$ cat src/rtl/mux4_pkg.sv
// Shared widths and select encodings for the 4:1 switch-to-LED selector.
package mux4_pkg;

    localparam int N_IN  = 4;
    localparam int SEL_W = 2;

    typedef logic [SEL_W-1:0] sel_t;

    localparam sel_t SEL_IN0 = 2'd0;
    localparam sel_t SEL_IN1 = 2'd1;
    localparam sel_t SEL_IN2 = 2'd2;
    localparam sel_t SEL_IN3 = 2'd3;

endpackage

$ cat src/rtl/mux4_sel_sync_chain.sv
// Parameterized-width flop-chain synchronizer with synchronous active-high reset.
// A depth of zero makes it a plain wire.
module sync_chain #(
    parameter int WIDTH  = 1,
    parameter int STAGES = 2
) (
    input  logic             clk,
    input  logic             rst,
    input  logic [WIDTH-1:0] din,
    output logic [WIDTH-1:0] dout
);

    generate
        if (STAGES == 0) begin : g_bypass
            // Clock and reset are not needed when the chain collapses to a wire.
            logic unused_clk_rst;
            assign unused_clk_rst = clk ^ rst;
            assign dout = din;
        end else begin : g_chain
            logic [WIDTH-1:0] stage_q [STAGES];

            always_ff @(posedge clk) begin
                if (rst) begin
                    for (int i = 0; i < STAGES; i++) begin
                        stage_q[i] <= '0;
                    end
                end else begin
                    stage_q[0] <= din;
                    for (int i = 1; i < STAGES; i++) begin
                        stage_q[i] <= stage_q[i-1];
                    end
                end
            end

            assign dout = stage_q[STAGES-1];
        end
    endgenerate

endmodule

$ cat src/rtl/mux4_sel.sv
// 4:1 selector from board switches to one LED: synchronize all switches,
// pick one data bit by the synchronized select, register it onto led0.
module mux4_sel
    import mux4_pkg::*;
#(
    parameter int SYNC_STAGES = 2
) (
    input  logic            clk,
    input  logic            rst,
    input  logic [5:4]      select,
    input  logic [N_IN-1:0] inputs,
    output logic            led0
);

    logic [SEL_W+N_IN-1:0] sync_bits;
    sel_t                  sel_s;
    logic [N_IN-1:0]       in_s;
    logic                  pick;

    // Select and data share one chain so every bit sees the same depth.
    sync_chain #(
        .WIDTH  (SEL_W + N_IN),
        .STAGES (SYNC_STAGES)
    ) u_sync (
        .clk  (clk),
        .rst  (rst),
        .din  ({select, inputs}),
        .dout (sync_bits)
    );

    assign sel_s = sync_bits[SEL_W+N_IN-1:N_IN];
    assign in_s  = sync_bits[N_IN-1:0];

    always_comb begin
        pick = 1'b0;
        case (sel_s)
            SEL_IN0: pick = in_s[0];
            SEL_IN1: pick = in_s[1];
            SEL_IN2: pick = in_s[2];
            SEL_IN3: pick = in_s[3];
        endcase
    end

    always_ff @(posedge clk) begin
        if (rst) begin
            led0 <= 1'b0;
        end else begin
            led0 <= pick;
        end
    end

endmodule

$ cat config.mk
export PLATFORM = sky130hd
export DESIGN_NAME = mux4_sel
export DESIGN_NICKNAME = d
export VERILOG_FILES = /design/src/rtl/mux4_pkg.sv /design/src/rtl/mux4_sel_sync_chain.sv /design/src/rtl/mux4_sel.sv
export SDC_FILE = /design/constraint.sdc
export NUM_CORES = 1
export LEC_CHECK = 0
export BUFFER_PORTS_ARGS = -buffer_cell sky130_fd_sc_hd__clkbuf_2
export CORE_AREA = 2 2 39 41
export DETAILED_ROUTE_END_ITERATION = 10
export DIE_AREA = 0 0 41 43
export MAX_ROUTING_LAYER = met4
export SLEW_MARGIN = 20
export SYNTH_ARGS = -nofsm -noshare
export SYNTH_HDL_FRONTEND = slang
export SYNTH_SLANG_ARGS = --single-unit
$ cat constraint.sdc
create_clock -name clk -period 1.15 [get_ports clk]
set_clock_uncertainty 0.1 [all_clocks]
set_input_delay 0.345 -clock clk [delete_from_list [all_inputs] [get_ports clk]]
set_output_delay 0.345 -clock clk [all_outputs]
set_load 0.005 [all_outputs]
==> results of run 1 <==
==> worst max-delay path, delay by kind of cell (launching register included) <==
| family | cells | cell delay (ns) |
|---|---|---|
| mux | 1 | 0.49 |
| simple gates | 1 | 0.13 |
| flops | 1 | 0.33 |
==> power groups by stage <==
stage	logic, mW	clock network [mW]	registers, mW
floorplan	0.0240	0	0.485
global placement	0.0393	0	0.485
detailed placement	0.0401	0	0.486
CTS	0.0404	0.279	0.477
global route	0.0441	0.290	0.478
finish	0.0394	0.265	0.476
==> timing repair <==
action                                  in CTS  in global routing
pin swaps                                    0                  0
hold buffers                                 0                  0
resized for setup                            1                  0
endpoints found under the setup margin       1                  2
==> metrics by stage <==
stage          hold slack [ns]  cell area [um^2]
3_5_place_dp             0.321               443
2_1_floorplan            0.309               387
5_1_grt                  0.173               470
4_1_cts                  0.170               470
6_report                 0.178               470
3_3_place_gp             0.320               443
==> final cells by class <==
cell class / count / area, um^2
fill: 142 / 913
clock buffer: 4 / 26.3
multi-input combinational: 14 / 123
sequential: 13 / 262
timing repair buffer: 8 / 40.0
tap: 16 / 20.0
==> layout by cell type (no fill, tap or decap) <==
master | netlist | final
mux4_2 | 1 | 1
dfxtp_1 | 13 | 12
and2b_1 | 7 | 7
clkbuf_4 | 0 | 3
clkbuf_1 | 1 | 1
nor2b_1 | 4 | 4
and2b_2 | 1 | 1
clkbuf_2 | 0 | 8
nor2b_4 | 1 | 1
dfxtp_2 | 0 | 1
==> sequential cells by signal, summed over array words and instances (netlist names) <==
register,flops
led0,1
u_sync.g_chain.stage_q,12
==> per-layer routing <==
metal  vias up  share of wire  global-route usage  routed length [um]
li1        108              -                   -                   -
met1        91           0.35              0.0629                 170
met2         8           0.54               0.109                 261
met3         2          0.086              0.0628                  41
met4         0          0.013              0.0600                   6
met5         -              0                   -                   0
==> cell families (layout without fill, tap and decap cells) <==
group | Yosys count | after routing
flip-flops | 13 | 13
AND/OR/NAND/NOR | 13 | 13
multiplexers | 1 | 1
buffers and inverters | 1 | 12
==> final timing paths <==
| kind | startpoint | to | slack [ns] | cells after the start |
|---|---|---|---|---|
| hold / removal | inputs[3] | u_sync.g_chain.stage_q[0][3] | 0.18 | 2 |
| setup reg to reg | u_sync.g_chain.stage_q[0][10] | led0 | -0.02 | 2 |
| setup / recovery | u_sync.g_chain.stage_q[0][10] | led0 | -0.02 | 2 |
| hold reg to reg | u_sync.g_chain.stage_q[0][3] | u_sync.g_chain.stage_q[0][9] | 0.33 | 1 |
==> results.cfg, run 1 <==
[status]
outcome = complete, but fails checks
violations = setup timing

[yosys]
yosys-top-cells-area = dfxtp_1 (67%), and2b_1 (14%), nor2b_1 (6.5%)
synth_top_area_share = 0.673
synth_edf_count = 0
yosysSeqAreaShare = 0.673
synth-simple-area-share = 0.259
yosys.area.top_type = dfxtp_1
synth_warnings = 0
async_reset_ff_frac = 0
synth-main-ff-cell = dfxtp_1
synth.avg_cell_area_um2 = 13.8
synth_top_family_by_area = simple AND/OR/NAND/NOR gates
syn_nets = 36
syn_inst = 28
synth_xor_area_frac = 0
netlist_top_cells_count = dfxtp_1 (13), and2b_1 (7), nor2b_1 (4)
synth.area.mux_share = 0.0583
synth_compound_area_frac = 0
syn_area_um2 = 387
post-synth-top-count-cell = dfxtp_1
synth_cell_type_count = 7
ys_ff_latch = 13
synth-adder-area-share = 0

[cts]
cts_setup_buffers = 0
cts_tree = done
clock-root-buffer = clkbuf_4
numCtsBuffers = 3
clkSlewWorstSetupHoldPaths_ns = 0.07
cts_buffer_depth = 2
htreeDepth = 1
cts_sinks = 13
insertion_delay_ns = 0.26

[sta]
slew_viol_final = 0
rsz0062_at_grt = yes
hold_viol = 0
post-route-period-util = 1.01
period_needed_ns = 1.17
worst_slack_ns = -0.0164
relSlewSlack = 0.842
tightest_slew_ns = 0.238
setup_violations = 1
timing.fmax_ghz = 0.857
tns_ns = -0.0164

[detailed_routing]
viasPerCell = 3.80
vias = 209
drt_iter0_markers = 0
route.detailed.drc = 0
firstDrtPassIters = 1
routed_wl_um = 479
drtAntennaViolNets = 0
routedWlPerCell_um = 8.71

[finish]
final_cells = 55
nets = 48
post-route-util = 0.340
layout-drive-gt1-share = 0.385
area_growth_pct = 21.7
num_antenna_cells = 0

[worst_setup_path]
arrival_ns = 1.23
start_kind = flop
critical_path.endpoint_type = flop
required_ns = 1.21
crit_type = reg2reg
cp_max_fo = 1
slowest_stage = mux4_2
slowest_delay_ns = 0.49
path_cells = mux4_2, nor2b_4

[pwr]
swShare = 0.190
switchingPower_uw = 149
pwr-share-seq = 0.610
powerDensity_mw_per_mm2 = 1660
clkPwrFrac = 0.339
p_total_uw = 780
p_leak_nw = 0.218
combPwrFrac = 0.050
intPower_uw = 632
irDropWorstVdd_mv = 0.872

[global_routing]
grt_antenna_before_repair = 0
grt_pass1_vias = 191
grt_pass1_wl_um = 772
track_usage = 0.0779
grt_max_degree = 14
grt_overflow = 0

[floorplan]
die_w_um = 41
start_util = 0.279
die_h_um = 43
core_region_area_mm2 = 0.00138
io_pins = 9
num_rows = 14
die_area_mm2 = 0.00176

[placed_design]
dp.cells = 51
gp_congestion = 0.652
place_ws_ns = -0.00660
portBuffers = 8

[run]
maxCapViolCount = 0

[hold_path]
hold_class = in2reg
No activity file was read; power rests on OpenSTA's default activity.
==> run 2, diff against run 1 <==
--- a/config.mk
+++ b/config.mk
@@ -13,4 +13,5 @@
 export SLEW_MARGIN = 20
 export SYNTH_ARGS = -nofsm -noshare
 export SYNTH_HDL_FRONTEND = slang
+export SYNTH_HIERARCHICAL = 1
 export SYNTH_SLANG_ARGS = --single-unit
==> constraint.sdc (replaced) <==
create_clock -name clk -period 1.5 [get_ports clk]
set_clock_uncertainty 0.1 [all_clocks]
set_input_delay 0.225 -clock clk [delete_from_list [all_inputs] [get_ports clk]]
set_output_delay 0.225 -clock clk [all_outputs]
set_load 0.005 [all_outputs]
==> run 2 against run 1 <==
The flow now finishes without violations. Global-route usage is 0.73 points higher. Clock power fell by 22%. Clock-buffer cell count stayed put.
==> results.cfg, run 2 <==
[status]
outcome = finished, final reports clean

[detailed_routing]
drtAntennaViolNets = 0
route.detailed.drc = 0
drt_iter0_markers = 0
vias = 213
routedWlPerCell_um = 9.05
firstDrtPassIters = 1
routed_wl_um = 507
viasPerCell = 3.80

[yosys]
syn_inst = 34
synth_cell_type_count = 7
ys_ff_latch = 13
post-synth-top-count-cell = dfxtp_1
netlist_top_cells_count = dfxtp_1 (13), nor2b_2 (8), buf_4 (6)
synth.avg_cell_area_um2 = 13.8
synth_warnings = 6
synth-main-ff-cell = dfxtp_1
syn_area_um2 = 468
yosys-top-cells-area = dfxtp_1 (56%), nor2b_2 (15%), buf_4 (9.6%)
yosysSeqAreaShare = 0.556
yosys.area.top_type = dfxtp_1
synth_edf_count = 0
async_reset_ff_frac = 0
synth_top_area_share = 0.556
syn_nets = 42

[floorplan]
die_w_um = 41
start_util = 0.338
num_rows = 14
die_h_um = 43
die_area_mm2 = 0.00176
core_region_area_mm2 = 0.00138
io_pins = 9

[sta]
relSlewSlack = 0.836
post-route-period-util = 0.769
rsz0062_at_grt = no
timing.fmax_ghz = 0.867
hold_viol = 0
tns_ns = 0
setup_violations = 0
period_needed_ns = 1.15
slew_viol_final = 0
tightest_slew_ns = 0.247

[pwr]
irDropWorstVdd_mv = 0.403
p_total_uw = 611
powerDensity_mw_per_mm2 = 1210
p_leak_nw = 0.217

[cts]
cts_buffer_depth = 2
cts_setup_buffers = 0
cts_tree = done
holdBufCountCts = 0
htreeDepth = 1
cts_resized = 0
insertion_delay_ns = 0.26
numCtsBuffers = 3
cts_sinks = 13
clock-root-buffer = clkbuf_4
clkSlewWorstSetupHoldPaths_ns = 0.07

[worst_setup_path]
critical_path.endpoint_type = flop
start_kind = flop
cp_max_fo = 1
arrival_ns = 1.22
crit_type = reg2reg
required_ns = 1.57

[finish]
num_antenna_cells = 0
final_cell_mix = dfxtp_1 (13), clkbuf_2 (8), nor2b_2 (8)
final.fill_count = 129
layout-drive-gt1-share = 0.650
nets = 49
largestRegisters = u_sync/g_chain.stage_q (12), led0 (1)
largest_reg_flops = 12
area_growth_pct = 8.02
regMostFlops = u_sync/g_chain.stage_q
layout_commonest_cell = dfxtp_1
post-route-util = 0.365

[hold_path]
hold_class = in2reg

[global_routing]
grt_overflow = 0
grt_pass1_vias = 233
grt_antenna_before_repair = 0
grt_pass1_wl_um = 910
grt_max_degree = 10
track_usage = 0.0852

[run]
maxCapViolCount = 0

[placed_design]
gp_congestion = 0.689
portBuffers = 8
-- run 2: changes by cell type in the layout (fill, tap and decap cells not counted) --
cell and change:
nor2b_2 +8, and2b_1 -7, nor2b_1 -4, nor2b_4 +2, and2b_2 +1, buf_4 +1, dfxtp_1 +1, dfxtp_2 -1
-- run 2: worst paths after layout --
path / from / to / slack, ns / depth (start not counted)
max reg2reg: u_sync/g_chain.stage_q[0][10] / led0 / 0.35 / 2
max: u_sync/g_chain.stage_q[0][10] / led0 / 0.35 / 2
min: inputs[3] / u_sync/g_chain.stage_q[0][3] / 0.06 / 2
min reg2reg: u_sync/g_chain.stage_q[0][0] / u_sync/g_chain.stage_q[0][6] / 0.34 / 1
-- run 2: critical path, cell delays in order (launching register included) --
cell and delay (ns):
dfxtp_1 0.33, mux4_2 0.49, nor2b_4 0.13
-- run 2: metrics by stage --
stage	hold WS [ns]	instance area, um^2	setup WS [ns]	cells
final	0.0604	505	0.347	56
after global routing	0.0565	505	0.315	56
after CTS	0.0519	505	0.343	56
after detailed placement	0.329	479	0.354	52
after global placement	0.326	479	0.367	52
after floorplan	0.189	468	0.312	34
-- run 2: kinds of logic (layout without fill, tap and decap cells) --
logic type             count (synthesis)  after routing  synth area share
flip-flops                            13             13             0.556
AND/OR/NAND/NOR                       13             13             0.275
buffers and inverters                  7             13             0.120
multiplexers                           1              1            0.0481
-- run 2: layout make-up --
type	count	area [um^2]	share of cell area
Sequential cell	13	260	0.515
Multi-Input combinational cell	14	151	0.300
Timing Repair Buffer	9	47.5	0.0941
Clock buffer	4	26.3	0.0520
Tap cell	16	20.0	0.0396
-- run 2: metal layers --
metal / global-route usage / vias up / share of wire
li1: - / 110 / -
met1: 0.0795 / 99 / 0.38
met2: 0.125 / 4 / 0.56
met3: 0.0314 / 0 / 0.061
met4: 0.0800 / 0 / 0
met5: - / - / 0
-- run 2: where the power goes --
part | internal, mW | switching, mW | total, mW
Clock | 0.103 | 0.103 | 0.206
Sequential | 0.361 | 0.00394 | 0.365
Combinational | 0.0264 | 0.0137 | 0.0401
==> run 3, diff against run 2 <==
--- a/config.mk
+++ b/config.mk
@@ -5,6 +5,7 @@
 export SDC_FILE = /design/constraint.sdc
 export NUM_CORES = 1
 export LEC_CHECK = 0
+export ABC_AREA = 1
 export BUFFER_PORTS_ARGS = -buffer_cell sky130_fd_sc_hd__clkbuf_2
 export CORE_AREA = 2 2 39 41
 export DETAILED_ROUTE_END_ITERATION = 10
==> constraint.sdc (replaced) <==
create_clock -name clk -period 1.2 [get_ports clk]
set_clock_uncertainty 0.1 [all_clocks]
set_input_delay 0.18 -clock clk [delete_from_list [all_inputs] [get_ports clk]]
set_output_delay 0.18 -clock clk [all_outputs]
set_load 0.005 [all_outputs]
==> run 3 against run 2 <==
Critical path depth decreased by 1. Final cell count increased by 48%. Non-clock buffer count increased by 4. Worst setup slack got worse by 0.099 ns. Routed wire length decreased by 2.6%. Highest routed layer is now met4. Worst hold slack got worse by 0.058 ns. Synthesized area decreased by 1.9%. Clock-buffer cell count unchanged. First-iteration DRC count unchanged. Flip-flop and latch count unchanged. Sequential share of layout area decreased by 3.2 points.
==> results.cfg, run 3 <==
[sta]
rsz0062_at_grt = no
tightest_slew_ns = 0.245
tns_ns = 0
slew_viol_final = 0
post-route-period-util = 0.793
relSlewSlack = 0.837
setup_violations = 0
timing.fmax_ghz = 1.05
period_needed_ns = 0.952
hold_viol = 0

[finish]
regMostFlops = u_sync/g_chain.stage_q
nets = 76
layout_commonest_cell = inv_1
area_growth_pct = 17.4
layout-drive-gt1-share = 0.179
final_cell_mix = inv_1 (16), nor2_1 (14), dfxtp_1 (13)
fin_area_um2 = 539
num_antenna_cells = 0
largestRegisters = u_sync/g_chain.stage_q (12), led0 (1)
final.fill_count = 147
largest_reg_flops = 12

[worst_setup_path]
arrival_ns = 0.67
start_kind = flop
slowest_stage = dfxtp_1
required_ns = 0.92
ff2ff_setup_slack_ns = 0.36
critical_path.endpoint_type = output port
slowest_delay_ns = 0.31
r2r-end = led0
path_cells = clkbuf_2
rr_worst_depth = 5
r2r_start = u_sync/g_chain.stage_q[0][10]
path_delay_family = flip-flops
cp-startpoint = led0
cp.depth = 1
cp_max_fo = 1
cp-endpoint = led0
critPathBufInv = 1
crit_type = reg2out

[pwr]
swShare = 0.202
switchingPower_uw = 154
powerDensity_mw_per_mm2 = 1420
irDropWorstVdd_mv = 0.459
intPower_uw = 610
combPwrFrac = 0.069
clkPwrFrac = 0.332
p_leak_nw = 0.279
pwr-share-seq = 0.599

[yosys]
async_reset_ff_frac = 0
synth_warnings = 6
yosysSeqAreaShare = 0.567
synth_top_area_share = 0.567
post-synth-top-count-cell = inv_1
syn_nets = 65
syn_inst = 57
yosys.area.top_type = dfxtp_1
synth_edf_count = 0
ys_ff_latch = 13
synth_cell_type_count = 8
yosys-top-cells-area = dfxtp_1 (57%), inv_1 (13%), nor2_1 (11%)
syn_area_um2 = 459
synth-main-ff-cell = dfxtp_1
netlist_top_cells_count = inv_1 (16), nor2_1 (14), dfxtp_1 (13)
synth.avg_cell_area_um2 = 8.06

[global_routing]
grt_pass1_vias = 238
grt_max_degree = 14
grt_antenna_before_repair = 0
grt_overflow = 0
track_usage = 0.0801
grt_pass1_wl_um = 834

[cts]
numCtsBuffers = 3
cts_buffer_depth = 2
clkSlewWorstSetupHoldPaths_ns = 0.07
clock-root-buffer = clkbuf_4
htreeDepth = 1
cts_setup_buffers = 0
cts_sinks = 13
insertion_delay_ns = 0.26
cts_resized = 0
cts_tree = done

[floorplan]
core_region_area_mm2 = 0.00138
io_pins = 9
die_w_um = 41
die_h_um = 43
start_util = 0.332
num_rows = 14
die_area_mm2 = 0.00176

[detailed_routing]
route.detailed.drc = 0
drt_iter0_markers = 0
drtAntennaViolNets = 0
routedWlPerCell_um = 5.95
routed_wl_um = 494
firstDrtPassIters = 1
vias = 288
viasPerCell = 3.47

[placed_design]
gp_congestion = 0.623
place_area_um2 = 463
dp.final_hpwl_um = 316
portBuffers = 8

[run]
maxCapViolCount = 0

[hold_path]
hold_class = in2reg

[status]
outcome = finished, final reports clean
==> run 3: timing repair <==
| action | CTS | global route |
|---|---|---|
| hold endpoints to repair | 4 | 1 |
| hold buffers | 4 | 1 |
| setup endpoints to repair | 0 | 0 |
==> run 3: per-layer routing <==
metal	vias up	wire, um	GRT usage
li1	171	-	-
met1	109	235	0.0800
met2	6	224	0.100
met3	2	18	0.0314
met4	0	14	0.100
met5	-	0	-
==> run 3: power by group through the flow <==
stage | combinational, mW | clock, mW | sequential [mW]
after floorplan | 0.0388 | 0 | 0.466
after global placement | 0.0403 | 0 | 0.467
after detailed placement | 0.0415 | 0 | 0.467
after CTS | 0.0515 | 0.263 | 0.457
after global routing | 0.0610 | 0.282 | 0.460
final | 0.0528 | 0.254 | 0.457
==> run 3: area by class of cell <==
cell class | count | area (um^2) | share of cell area
inverter | 16 | 60.1 | 0.111
multi-input combinational | 21 | 82.6 | 0.153
sequential | 13 | 260 | 0.483
timing repair buffer | 13 | 90.1 | 0.167
tap | 16 | 20.0 | 0.0371
clock buffer | 4 | 26.3 | 0.0487
==> run 3: logic make-up (layout without fill, tap and decap cells) <==
family                 count (synthesis)  count (layout)  share of synthesized area
buffers and inverters                 23              33                      0.253
AND/OR/NAND/NOR                       21              21                      0.180
flip-flops                            13              13                      0.567
==> run 3: how the worst min path moves through the flow <==
| stage | startpoint | end | slack [ns] | depth (start not counted) |
|---|---|---|---|---|
| floorplan | rst | u_sync/g_chain.stage_q[0][11] | 0.15 | 1 |
| CTS | inputs[2] | u_sync/g_chain.stage_q[0][2] | 0.00008 | 3 |
| finish | inputs[2] | u_sync/g_chain.stage_q[0][2] | 0.002 | 3 |
| global placement | inputs[3] | u_sync/g_chain.stage_q[0][3] | 0.27 | 3 |
| detailed placement | inputs[3] | u_sync/g_chain.stage_q[0][3] | 0.28 | 3 |
| global route | inputs[2] | u_sync/g_chain.stage_q[0][2] | 0.001 | 3 |
==> run 3: stage by stage <==
stage | util | worst slack [ns] | hold slack (ns) | power (mW) | std cells
2_1_floorplan | - | 0.358 | 0.151 | 0.505 | 57
3_3_place_gp | 0.335 | 0.383 | 0.274 | 0.508 | 74
3_5_place_dp | 0.335 | 0.365 | 0.275 | 0.509 | 74
4_1_cts | 0.382 | 0.237 | 0.0000835 | 0.772 | 82
5_1_grt | 0.390 | 0.196 | 0.00142 | 0.802 | 83
6_report | 0.390 | 0.248 | 0.00215 | 0.764 | 83
